<file path="config.mk">
export PLATFORM = sky130hd
export DESIGN_NAME = uart_rx
export DESIGN_NICKNAME = d
export VERILOG_FILES = /design/src/rtl/uart_rx.sv
export SDC_FILE = /design/constraint.sdc
export NUM_CORES = 1
export LEC_CHECK = 0
export CAP_MARGIN = 10
export CORE_MARGIN = 1
export CORE_UTILIZATION = 56
export CTS_CLUSTER_DIAMETER = 120
export CTS_CLUSTER_SIZE = 30
export DETAILED_ROUTE_END_ITERATION = 6
export PLACE_DENSITY = 0.8
export SYNTH_ARGS = -nofsm -noshare
export SYNTH_HDL_FRONTEND = slang
export SYNTH_SLANG_ARGS = --single-unit
</file>
<file path="constraint.sdc">
create_clock -name i_clk -period 3.29 [get_ports i_clk]
set_clock_uncertainty 0.05 [all_clocks]
set_input_delay 0.987 -clock i_clk [delete_from_list [all_inputs] [get_ports i_clk]]
set_output_delay 0.987 -clock i_clk [all_outputs]
set_load 0.005 [all_outputs]
</file>
<file path="src/rtl/uart_rx.sv">
// UART receiver: oversampled serial input, majority-vote bit sampling,
// optional even/odd parity, registered valid/error pulses.
module uart_rx #(
    parameter int unsigned DATA_WIDTH = 8
) (
    input  logic                  i_clk,
    input  logic                  i_rst_n,
    input  logic                  i_rx_in,
    input  logic                  i_par_en,
    input  logic                  i_par_typ,
    input  logic [5:0]            i_prescale,
    output logic [DATA_WIDTH-1:0] o_p_data,
    output logic                  o_data_valid,
    output logic                  o_par_err,
    output logic                  o_stp_err
);

    localparam int unsigned CntW = (DATA_WIDTH > 1) ? $clog2(DATA_WIDTH) : 1;

    typedef enum logic [2:0] {
        StIdle,
        StStart,
        StData,
        StParity,
        StStop
    } state_e;

    state_e                state_q, state_d;
    logic [5:0]            edge_cnt_q, edge_cnt_d;
    logic [CntW-1:0]       bit_cnt_q, bit_cnt_d;
    logic [DATA_WIDTH-1:0] data_q, data_d;
    logic [DATA_WIDTH-1:0] p_data_q, p_data_d;
    logic [1:0]            samp_q, samp_d;
    logic                  bit_q, bit_d;
    logic [5:0]            prescale_q, prescale_d;
    logic                  par_en_q, par_en_d;
    logic                  par_typ_q, par_typ_d;
    logic                  par_fail_q, par_fail_d;
    logic                  valid_q, valid_d;
    logic                  par_err_q, par_err_d;
    logic                  stp_err_q, stp_err_d;

    logic [5:0] half;
    logic       bit_end;
    logic       majority;
    logic       exp_par;

    always_comb begin
        half     = prescale_q >> 1;
        bit_end  = (edge_cnt_q == prescale_q - 6'd1);
        majority = (samp_q[0] & samp_q[1]) | (samp_q[0] & i_rx_in) | (samp_q[1] & i_rx_in);
        exp_par  = (^data_q) ^ par_typ_q;

        state_d    = state_q;
        edge_cnt_d = bit_end ? 6'd0 : edge_cnt_q + 6'd1;
        bit_cnt_d  = bit_cnt_q;
        data_d     = data_q;
        p_data_d   = p_data_q;
        samp_d     = samp_q;
        bit_d      = bit_q;
        prescale_d = prescale_q;
        par_en_d   = par_en_q;
        par_typ_d  = par_typ_q;
        par_fail_d = par_fail_q;
        valid_d    = 1'b0;
        par_err_d  = 1'b0;
        stp_err_d  = 1'b0;

        // Three mid-bit samples; the vote is resolved on the third one.
        if (edge_cnt_q == half - 6'd1) samp_d[0] = i_rx_in;
        if (edge_cnt_q == half)        samp_d[1] = i_rx_in;
        if (edge_cnt_q == half + 6'd1) bit_d = majority;

        unique case (state_q)
            StIdle: begin
                edge_cnt_d = 6'd0;
                bit_cnt_d  = '0;
                if (!i_rx_in) begin
                    // This cycle is edge count 0 of the start bit.
                    state_d    = StStart;
                    edge_cnt_d = 6'd1;
                    prescale_d = i_prescale;
                    par_en_d   = i_par_en;
                    par_typ_d  = i_par_typ;
                    par_fail_d = 1'b0;
                end
            end
            StStart: begin
                if (bit_end) begin
                    state_d   = bit_q ? StIdle : StData;
                    bit_cnt_d = '0;
                end
            end
            StData: begin
                if (bit_end) begin
                    data_d[bit_cnt_q] = bit_q;
                    if (bit_cnt_q == CntW'(DATA_WIDTH - 1)) begin
                        state_d = par_en_q ? StParity : StStop;
                    end else begin
                        bit_cnt_d = bit_cnt_q + 1'b1;
                    end
                end
            end
            StParity: begin
                if (bit_end) begin
                    if (bit_q != exp_par) begin
                        par_err_d  = 1'b1;
                        par_fail_d = 1'b1;
                    end
                    state_d = StStop;
                end
            end
            StStop: begin
                if (bit_end) begin
                    stp_err_d = ~bit_q;
                    if (bit_q && !par_fail_q) begin
                        p_data_d = data_q;
                        valid_d  = 1'b1;
                    end
                    if (!i_rx_in) begin
                        state_d    = StStart;
                        edge_cnt_d = 6'd1;
                        prescale_d = i_prescale;
                        par_en_d   = i_par_en;
                        par_typ_d  = i_par_typ;
                        par_fail_d = 1'b0;
                    end else begin
                        state_d    = StIdle;
                        edge_cnt_d = 6'd0;
                    end
                end
            end
            default: begin
                state_d    = StIdle;
                edge_cnt_d = 6'd0;
            end
        endcase
    end

    always_ff @(posedge i_clk or negedge i_rst_n) begin
        if (!i_rst_n) begin
            state_q    <= StIdle;
            edge_cnt_q <= 6'd0;
            bit_cnt_q  <= '0;
            data_q     <= '0;
            p_data_q   <= '0;
            samp_q     <= 2'b11;
            bit_q      <= 1'b1;
            prescale_q <= 6'd0;
            par_en_q   <= 1'b0;
            par_typ_q  <= 1'b0;
            par_fail_q <= 1'b0;
            valid_q    <= 1'b0;
            par_err_q  <= 1'b0;
            stp_err_q  <= 1'b0;
        end else begin
            state_q    <= state_d;
            edge_cnt_q <= edge_cnt_d;
            bit_cnt_q  <= bit_cnt_d;
            data_q     <= data_d;
            p_data_q   <= p_data_d;
            samp_q     <= samp_d;
            bit_q      <= bit_d;
            prescale_q <= prescale_d;
            par_en_q   <= par_en_d;
            par_typ_q  <= par_typ_d;
            par_fail_q <= par_fail_d;
            valid_q    <= valid_d;
            par_err_q  <= par_err_d;
            stp_err_q  <= stp_err_d;
        end
    end

    assign o_p_data     = p_data_q;
    assign o_data_valid = valid_q;
    assign o_par_err    = par_err_q;
    assign o_stp_err    = stp_err_q;

endmodule
</file>
# == After elaboration in Yosys (flattened, before gate mapping) ==
# Cells that the tools add are included.
# word_totals
reg_bits,43
# op_classes
addsub,5
order_cmp,2
n_eq_ne,18
muxes,43
bitwise_logic,7
reduce_logical,15
# ops
operator,count
two-way mux 3 bit,10
two-way mux 6 bit,4
two-way mux 1 bit,19
== test 6 bit,3
one-hot mux 6 bit (3 select lines),1
"!= test 2 bit, second input constant",8
one-hot mux 3 bit (5 select lines),1
one-hot mux 6 bit (2 select lines),1
one-hot mux 3 bit (3 select lines),1
bitwise mux 8 bit,1
AND reduction 4 bit,2
parity 8 bit,1
"adder 5 x 1 -> 6 bit, second input constant",1
"adder 6 x 1 -> 6 bit, second input constant",1
"== test 3 x 2 -> 1 bit, second input constant",2
"== test 3 bit, second input constant",2
== test 6 x 5 -> 1 bit,1
AND reduction 6 bit,1
nonzero test 3 bit,2
"subtractor 5 x 1 -> 6 bit, second input constant",1
"subtractor 6 x 1 -> 6 bit, second input constant",1
"< comparator 3 x 4 -> 1 bit, second input constant",1
one-hot mux 1 bit (2 select lines),2
AND reduction 2 bit,2
17 further kinds,21

# == Depth between registers and ports, before layout ==
# depth
word_depth,6
mapped_depth,11

# == Worst setup path before layout ==
# No wires, ideal clock.
# synth_timing
kind,register to register
start,register prescale_q[2]
end,"register p_data_q[0], in the netlist o_p_data[0]"
arrival_ns,2.604
t_required_ns,3.115
path_slack_ns,0.512
path_stages_with_launch,11
path_buffers,2
path_cell_list,dfrtp_1 buf_2 inv_1 ha_1 nor3b_2 a21oi_1 nor4b_4 nand2_2 buf_6 nor4b_4 mux2_2
# synth_via
elab_chain_cells,3
# synth_lines
item,line_no,source
from (decl),35,"logic [5:0] prescale_q, prescale_d;"
from (signal assigned),164,prescale_q <= prescale_d;
subtractor 6 x 1 -> 6 bit,50,bit_end = (edge_cnt_q == prescale_q - 6'd1);
== test 6 bit,50,
AND reduction 3 bit (no line),--,
to (signal assigned),161,p_data_q <= p_data_d;
to (decl),32,"logic [DATA_WIDTH-1:0] p_data_q, p_data_d;"
# Every way passes these cells.
# A chain may end at the register's enable or synchronous reset.

# == Worst setup path in the final report ==
# layout_timing
start,register prescale_q[1]
end,register par_en_q
# layout_via
elab_chain_cells,4
# layout_lines
item,line_no,source
subtractor 6 x 1 -> 6 bit,50,
== test 6 bit,50,
!= test 2 bit (no line),--,
AND reduction 2 bit (no line),--,
to (signal assigned),165,par_en_q <= par_en_d;
to (decl),36,"logic par_en_q, par_en_d;"
# Every way passes these cells.

==> results.txt <==
crit start category = flop
area grow syn2layout = 12.8%
power per cell area = 788 nW/µm²
routed vias/inst = 5.66
RR Endpoint = par_en_q$_DFFE_PN0P_
Post-synth EDFFs = 0
Gates resized, CTS repair = 0
final period utilization = 91.6%
Die Footprint = 4740 µm²
fin crit period = 3.01 ns
row count = 23
clk sinks = 43
Iter 0 DRT Violations = 103
Core ar. = 4140 µm²
max cap viols = 0
routed vias = 1705
share of layout cells above drive strength 1 = 21.1%
arrival time of the worst setup path = 3.14 ns
syn_area_per_cell = 10.8 µm²
Residual DRC = 0
Port Buffer Count = 21
Worst Max-Slew Pin Slew = 0.915 ns
Yosys reg bits = 43
hold buffer count at CTS = 0
antenna violations before repair = 0
Crit Path Max Fanout = 11
maximum vdd drop = 0.332 mV
reg2reg setup slack = 0.28 ns
Die Span X = 68.8 µm
post-CTS setup buffer count = 0
ys flop type = dfrtp_1
CP Capture Point = par_en_q$_DFFE_PN0P_
Syn Inst Count = 231
distinct cell type count of the synthesized netlist = 47
async set-or-reset flop fraction in the synthesized netlist = 100%
syn nets = 249
largest net degree at the start of global routing = 44
post-synthesis cell area = 2500 µm²
nets@finish = 268
wire length per cell = 15.5 µm
unrepaired setup endpoints after global routing = false
Worst R2R Path Depth = 8
vias in the first global route = 1659
Fillers = 328
Antenna Cells = 0
Fin. Hold Viols = 0
first-pass GRT wire length = 7.58 mm
H-Tree Depth = 2
clk_lat worst skew = 0.29 ns
GP Congestion = 0.844
R2R Path Start = prescale_q[1]$_DFFE_PN0P_
endpoints failing setup = 0
Setup CP Type = flop to flop
Die Y = 68.8 µm
sequential cell area fraction in the yosys report = 43.2%
Slew Viols, Final = 0
gr usage total = 22.4%
crit path from = prescale_q[1]$_DFFE_PN0P_
Setup crit end kind = flop
DP Wirelength = 3.37 mm
Rel. slew slack = 39.0%
total CTS buffers = 5
leakage power = 1.20 nW
Routed WL = 4.66 mm
Detailed Routing Iterations Pass 1 = 4
final setup TNS = 0 ns
CP required = 3.42 ns
Clock Pin Slew Worst Setup and Hold Paths = 0.08 ns
TritonCTS clock tree = yes
achievable frequency = 0.332 GHz
Detail Route Antenna Nets = 0
outcome = finished, final reports clean
Starting Density = 60.4%
worst hold path type = flop to flop
global route total overflow = 0
Ys Warns = 0
clock root buffer = clkbuf_8
Clock Tree Buf Depth = 2
Hold WS = 0.462 ns
IO Pins = 22
-- report_power, final --
group / switching, mW / internal, mW / total (mW) / leakage [nW]
clock: 0.179 / 0.148 / 0.327 / 0.0412
combinational: 0.513 / 0.513 / 1.03 / 0.598
sequential: 0.213 / 0.657 / 0.871 / 0.563
total: 0.905 / 1.32 / 2.22 / 1.20
-- cell type report --
class	count	area [µm²]	share of cell area (%)
clock buffer	6	72.6	2.57
clock inverter	2	12.5	0.443
inverter	7	26.3	0.931
multi-input combinational	168	1330	47.2
sequential	43	1080	38.3
tap	50	62.6	2.22
timing repair buffer	25	235	8.34
-- synth_stat cells (all sizes together), types with 2 or more instances --
cell / count / share of area, %
nand2: 12 / 1.9
buf: 6 / 1.5
nor3: 12 / 2.6
dfstp: 3 / 3.2
nand2b: 4 / 1.0
a21oi: 7 / 1.4
nor4: 5 / 1.3
ha: 7 / 3.5
nor4b: 4 / 2.6
nor3b: 4 / 1.4
o211ai: 2 / 0.60
nand3b: 3 / 0.90
mux2: 29 / 13
nand3: 5 / 1.0
nor2: 11 / 1.7
xnor2: 25 / 8.8
o21ai: 4 / 0.80
xor2: 6 / 2.1
and3: 2 / 0.50
a21o: 2 / 0.60
clkbuf: 7 / 1.1
nand4b: 2 / 0.70
a31oi: 2 / 0.50
nand4: 2 / 0.50
or3: 2 / 0.50
a31o: 2 / 0.70
dfrtp: 40 / 40
inv: 7 / 1.1
-- how the worst min path moves through the flow --
stage                                       start  depth (start not counted)                 endpoint
after floorplan              par_en_q$_DFFE_PN0P_                          1     par_en_q$_DFFE_PN0P_
after global placement    o_p_data[2]$_DFFE_PN0P_                          1  o_p_data[2]$_DFFE_PN0P_
after detailed placement  o_p_data[3]$_DFFE_PN0P_                          1  o_p_data[3]$_DFFE_PN0P_
after CTS                 o_p_data[3]$_DFFE_PN0P_                          1  o_p_data[3]$_DFFE_PN0P_
after global routing         par_en_q$_DFFE_PN0P_                          1     par_en_q$_DFFE_PN0P_
final                     o_p_data[2]$_DFFE_PN0P_                          1  o_p_data[2]$_DFFE_PN0P_
-- kinds of logic after synthesis --
family | synth area share (%)
AND/OR/NAND/NOR | 17.3
flip-flops | 43.2
buffers and inverters | 3.55
adder cells (fa/ha/maj) | 3.90
AO/OA/AOI/OAI | 8.15
XOR/XNOR | 10.9
multiplexers | 13.1
-- metrics by stage --
step | instances | util [%] | power [mW] | area, µm² | setup WS [ns]
6_report | 301 | 68.1 | 2.22 | 2820 | 0.277
5_1_grt | 301 | 68.1 | 2.40 | 2820 | 0.0650
4_1_cts | 301 | 68.1 | 2.23 | 2820 | 0.291
3_5_place_dp | 293 | 66.0 | 1.90 | 2740 | 0.335
3_3_place_gp | 293 | 66.0 | 1.87 | 2740 | 0.380
2_1_floorplan | 231 | - | 1.70 | 2500 | 0.512
-- registers in the layout, indices dropped and copies added (netlist names) --
signal and cells:
data_q 8, o_p_data 8, edge_cnt_q 6, prescale_q 6
bit_cnt_q 3, state_q 3, samp_q 2, bit_q 1
o_data_valid 1, o_par_err 1, o_stp_err 1, par_en_q 1
par_fail_q 1, par_typ_q 1
-- worst max-delay path, stage by stage, from the launching register on --
cell,delay [ns]
dfrtp_1,0.46
inv_1,0.13
ha_1,0.26
nor3b_2,0.24
a21oi_1,0.13
nor4b_4,0.42
nand2_2,0.17
a2111o_1,0.68
mux2_2,0.36
-- metal layers --
metal	global-route usage [%]	up-vias	wire, µm
met5	0	-	0
met4	7.14	0	59
met3	4.61	6	172
met2	37.5	25	2250
met1	28.9	812	2180
li1	-	862	-
-- cell usage in the layout (no fill, tap or decap), drive strengths merged, types with 2 or more instances in the layout --
master / Yosys / layout
inv: 7 / 7
nand2b: 4 / 4
nor4: 5 / 5
nand2: 12 / 12
a21oi: 7 / 7
nand4b: 2 / 2
clkbuf: 7 / 6
and3: 2 / 2
o21ai: 4 / 4
xnor2: 25 / 25
xor2: 6 / 6
ha: 7 / 7
nor4b: 4 / 4
or3: 2 / 2
mux2: 29 / 29
nand3: 5 / 5
nor3: 12 / 12
nor2: 11 / 11
nand4: 2 / 2
o211ai: 2 / 2
nand3b: 3 / 3
dfstp: 3 / 3
nor3b: 4 / 4
a31oi: 2 / 2
clkdlybuf4s50: 0 / 20
a21o: 2 / 2
dfrtp: 40 / 40
buf: 6 / 5
a31o: 2 / 2
(Power assumes the default switching activity.)
